==> config.mk <==
export PLATFORM = sky130hd
export DESIGN_NAME = regfile_2r1w
export DESIGN_NICKNAME = d
export VERILOG_FILES = /design/src/rtl/regfile_2r1w.sv
export SDC_FILE = /design/constraint.sdc
export NUM_CORES = 1
export LEC_CHECK = 0
export ABC_AREA = 1
export BUFFER_PORTS_ARGS = -buffer_cell sky130_fd_sc_hd__clkbuf_2
export CAP_MARGIN = 5
export CORE_MARGIN = 2
export CORE_UTILIZATION = 50
export DETAILED_ROUTE_END_ITERATION = 6
export HOLD_SLACK_MARGIN = 0.02
export PLACE_DENSITY = 0.66
export SETUP_SLACK_MARGIN = 0.15
export SYNTH_ARGS = -nofsm -noshare
export SYNTH_HDL_FRONTEND = slang
export SYNTH_SLANG_ARGS = --single-unit
==> constraint.sdc <==
create_clock -name clk -period 2 [get_ports clk]
set_input_delay 0.2 -clock clk [delete_from_list [all_inputs] [get_ports clk]]
set_output_delay 0.2 -clock clk [all_outputs]
set_load 0.01 [all_outputs]
==> src/rtl/regfile_2r1w.sv <==
// Two-read, one-write register file with write-first bypass, an optional
// hard-wired zero register and a sequential bulk-clear engine.
module regfile_2r1w #(
  parameter int unsigned DW      = 32,
  parameter int unsigned AW      = 4,
  parameter int unsigned ZERO_R0 = 1
) (
  input  logic          clk,
  input  logic          rst_n,
  input  logic          cs,
  input  logic          we,
  input  logic [AW-1:0] waddr,
  input  logic [DW-1:0] wdata,
  input  logic          re_a,
  input  logic [AW-1:0] raddr_a,
  output logic [DW-1:0] rdata_a,
  output logic          rvalid_a,
  input  logic          re_b,
  input  logic [AW-1:0] raddr_b,
  output logic [DW-1:0] rdata_b,
  output logic          rvalid_b,
  input  logic          clr_req,
  output logic          busy
);

  localparam int unsigned DEPTH    = 2 ** AW;
  localparam int          NumPorts = 2;

  typedef enum logic [0:0] {StIdle, StClear} state_e;

  state_e        state_q;
  logic          busy_q;
  logic [AW-1:0] ptr_q;
  logic [DW-1:0] mem_q [DEPTH];

  logic          zero_wr;
  logic          wr_en;

  // Writes to the hard-wired zero entry never reach the array.
  assign zero_wr = (ZERO_R0 != 0) && (waddr == '0);
  assign wr_en   = cs && we && !busy_q && !zero_wr;

  // Clear engine; busy is registered alongside the state.
  always_ff @(posedge clk or negedge rst_n) begin
    if (!rst_n) begin
      state_q <= StIdle;
      busy_q  <= 1'b0;
      ptr_q   <= '0;
    end else begin
      unique case (state_q)
        StIdle: begin
          if (clr_req) begin
            state_q <= StClear;
            busy_q  <= 1'b1;
            ptr_q   <= '0;
          end
        end
        StClear: begin
          ptr_q <= ptr_q + AW'(1);
          if (ptr_q == AW'(DEPTH - 1)) begin
            state_q <= StIdle;
            busy_q  <= 1'b0;
          end
        end
        default: begin
          state_q <= StIdle;
          busy_q  <= 1'b0;
          ptr_q   <= '0;
        end
      endcase
    end
  end

  always_ff @(posedge clk or negedge rst_n) begin
    if (!rst_n) begin
      for (int i = 0; i < int'(DEPTH); i++) begin
        mem_q[i] <= '0;
      end
    end else if (state_q == StClear) begin
      mem_q[ptr_q] <= '0;
    end else if (wr_en) begin
      mem_q[waddr] <= wdata;
    end
  end

  logic [AW-1:0] raddr    [NumPorts];
  logic          rd_en    [NumPorts];
  logic [DW-1:0] rdata_d  [NumPorts];
  logic [DW-1:0] rdata_q  [NumPorts];
  logic          rvalid_q [NumPorts];

  assign raddr[0] = raddr_a;
  assign raddr[1] = raddr_b;
  assign rd_en[0] = cs && re_a && !busy_q;
  assign rd_en[1] = cs && re_b && !busy_q;

  // Zero register takes priority, then the same-cycle write, then the array.
  always_comb begin
    for (int p = 0; p < NumPorts; p++) begin
      rdata_d[p] = mem_q[raddr[p]];
      if ((ZERO_R0 != 0) && (raddr[p] == '0)) begin
        rdata_d[p] = '0;
      end else if (wr_en && (waddr == raddr[p])) begin
        rdata_d[p] = wdata;
      end
    end
  end

  always_ff @(posedge clk or negedge rst_n) begin
    if (!rst_n) begin
      for (int p = 0; p < NumPorts; p++) begin
        rdata_q[p]  <= '0;
        rvalid_q[p] <= 1'b0;
      end
    end else begin
      for (int p = 0; p < NumPorts; p++) begin
        rvalid_q[p] <= rd_en[p];
        if (rd_en[p]) begin
          rdata_q[p] <= rdata_d[p];
        end
      end
    end
  end

  assign rdata_a  = rdata_q[0];
  assign rvalid_a = rvalid_q[0];
  assign rdata_b  = rdata_q[1];
  assign rvalid_b = rvalid_q[1];
  assign busy     = busy_q;

endmodule

==> metrics.cfg <==
[die]
die_w_um = 259
fp.coreArea_um2 = 64200
die_height_um = 259
num_rows = 93
num_io_pins = 118
dieArea_um2 = 66800
start_util = 0.504

[synthesis]
yosys_warnings = 0
synth_top_area_share = 0.451
ys_async_sr_fraction = 1.00
synth-edff-count = 0
synthCells = 4534
synth.cell_area_um2 = 32400
synthesis.nets = 4589
synth_top_cell_by_area = dfrtp_1
avgSynthCellArea_um2 = 7.14
yosysUniqueCellTypes = 24
ys_ff_latch = 584
ys_top_cells_by_area = dfrtp_1 45%, nand2_1 17%, nand3_1 8.6%, o22ai_1 8.0%, inv_1 6.2%
synth-seq-area-share = 0.451
ys.flop_type = dfrtp_1

[cells_and_area]
diodes = 0
post-route-util = 0.586
final_area_um2 = 37600
layout.nets = 4640
fillers = 6002
area_delta_synth_final_pct = 16.2
drive_above_1_share = 0.0987

[sta]
relSlewSlack = 0.312
final-setup-viol-count = 0
rsz0062_at_grt = yes
slew_viol_final = 0
timing.fmax_mhz = 553
period_share = 0.904
clock_skew_ns = 0.0176
hold_viol = 0
tightest_slew_ns = 1.03
fin_crit_ns = 1.81

[critical_path]
critPathCaptureType = register
cpPeakStageDelay_ns = 0.49
path_cells = inv_2, nand2_1, nor2_2, nand3_2, buf_4, o22ai_1
critPathArrivalTime_ns = 2.33
path_max_fanout = 32
cp_slowest_cell = dfrtp_2
critPathLaunchType = register
cp_data_required_time_ns = 2.52
path_class = register to register

[route]
vias = 33237
vias_per_cell = 6.06
firstDrtPassIters = 7
first_iter_violations = 4166
drcViolationCount = 0
routed_wl_mm = 128
avgRoutedWirePerCell_um = 23.4
ant_nets = 0

[global_routing]
grt.total_usage = 0.383
grt_max_degree = 79
grt-ovfl-total = 0
antenna_found_initial = 2
grt_pass1_vias = 31571
grt_pass1_wl_mm = 195

[clock_network]
clk_path_buf_depth = 3
cts_tree = done
ctsRootBufferMaster = clkbuf_16
cts-htree-levels = 3
worst_skew_pair.late_latency_ns = 0.63
numCtsBuffers = 69
cts.sinks = 584
path_clk_slew_ns = 0.06

[power]
p_per_area_nw_per_um2 = 949
p_leak_uw = 0.0201
ir_drop_mv = 1.07

[place]
io_buffer_count = 117
dpl_cell_area_um2 = 35000
place_hpwl_mm = 79.4
routabilityCongestion = 0.945

[status]
status = finished clean

[worst_hold_path]
holdCritPathClass = input pin to register

[flow_run]
maxCapViolCount = 0

-- registers in the layout (all words and copies together) (netlist names) --
register and flops:
rdata_b 32, rdata_a 32, state_q 1, ptr_q 4, mem_q 512, busy 1
rvalid_b 1, rvalid_a 1
-- cells in the final DEF, fill, tap and decap left out, drive strengths merged, types with 3 or more instances in the layout --
cell / n
nand2: 1510
inv: 546
bufinv: 3
nor2: 249
clkinv: 5
dfrtp: 584
nor3: 4
o22ai: 416
buf: 197
a22oi: 32
clkbuf: 221
o21ai: 74
ha: 4
nand3: 555
o211ai: 192
dlygate4sd3: 35
-- worst max-delay path: cells and delay by family, from the launching register on --
kind,cells,cell delay [ns]
buf+inv,2,0.55
flops,1,0.49
simple gates,3,0.39
compound gates,1,0.26
-- kinds of logic (layout without fill, tap and decap cells) --
logic type | count (synthesis) | after routing | synth area share
AND/OR/NAND/NOR | 2320 | 2320 | 0.291
flip-flops | 584 | 584 | 0.451
AO/OA/AOI/OAI | 717 | 717 | 0.145
buffers and inverters | 909 | 1007 | 0.111
adder cells (fa/ha/maj) | 4 | 4 | 0.00155
-- final timing paths --
kind	startpoint	depth (start not counted)	to	slack (ns)
worst max-delay path	state_q	6	mem_q[373]	0.19
worst min-delay path	wdata[1]	5	rdata_b[1]	0.06
worst max register to register	state_q	6	mem_q[373]	0.19
worst min register to register	rdata_b[3]	2	rdata_b[3]	0.48
max in group asynchronous	rst_n	4	mem_q[171]	1.13
min in group asynchronous	rst_n	2	mem_q[474]	0.08
-- cells in the mapped netlist, types with 5 or more instances --
cell      number
clkbuf_1     184
o211ai_1     192
nand3_1      554
buf_2        145
o21ai_0       66
buf_1         33
nor2_1       245
inv_2         12
o21ai_1        5
o22ai_1      416
dfrtp_1      584
inv_1        532
a22oi_1       32
nand2_1     1510
-- repair_timing --
action	4_1_cts	5_1_grt
hold endpoints to repair	524	1
endpoints found under the setup margin	38	111
hold buffers	33	2
buffers inserted	0	1
resized for setup	3	10
cloned	0	1
-- stage by stage --
stage                     total power [uW]  hold WS (ns)  std cells  setup slack [ns]  TNS, ns
after global routing                 37000        0.0642       5487             0.121        0
final                                35700        0.0644       5487             0.193        0
after CTS                            35400        0.0224       5483             0.132        0
after detailed placement             22700         0.121       5332          -0.00958  -0.0128
after global placement               22600         0.123       5332            0.0663        0
after floorplan                      18300       -0.0956       4534             0.472        0
-- metal layers --
metal  GRT usage  vias to the layer above  routed length (um)
met5           0                        -                  22
met4       0.177                        4                6090
met3       0.103                      433               16400
met2       0.569                     2211               55200
met1       0.522                    15697               50800
li1            -                    14892                   -
-- final cells by class --
class	count	area [um^2]	share of cell area
Clock inverter	10	155	0.00412
Tap cell	855	1070	0.0284
Sequential cell	584	14600	0.388
Clock buffer	108	2100	0.0557
Multi-Input combinational cell	3041	14300	0.381
Inverter	544	2060	0.0546
Timing Repair Buffer	345	3310	0.0878
-- power by group --
part           leakage (uW)  internal (uW)  switching [uW]  total, uW
combinational        0.0109           3010            6300       9310
clock               0.00110           7560            5160      12700
sequential          0.00808          12900             813      13700
total                0.0201          23400           12300      35700
Note: power is estimated with default switching activity, not from simulation.
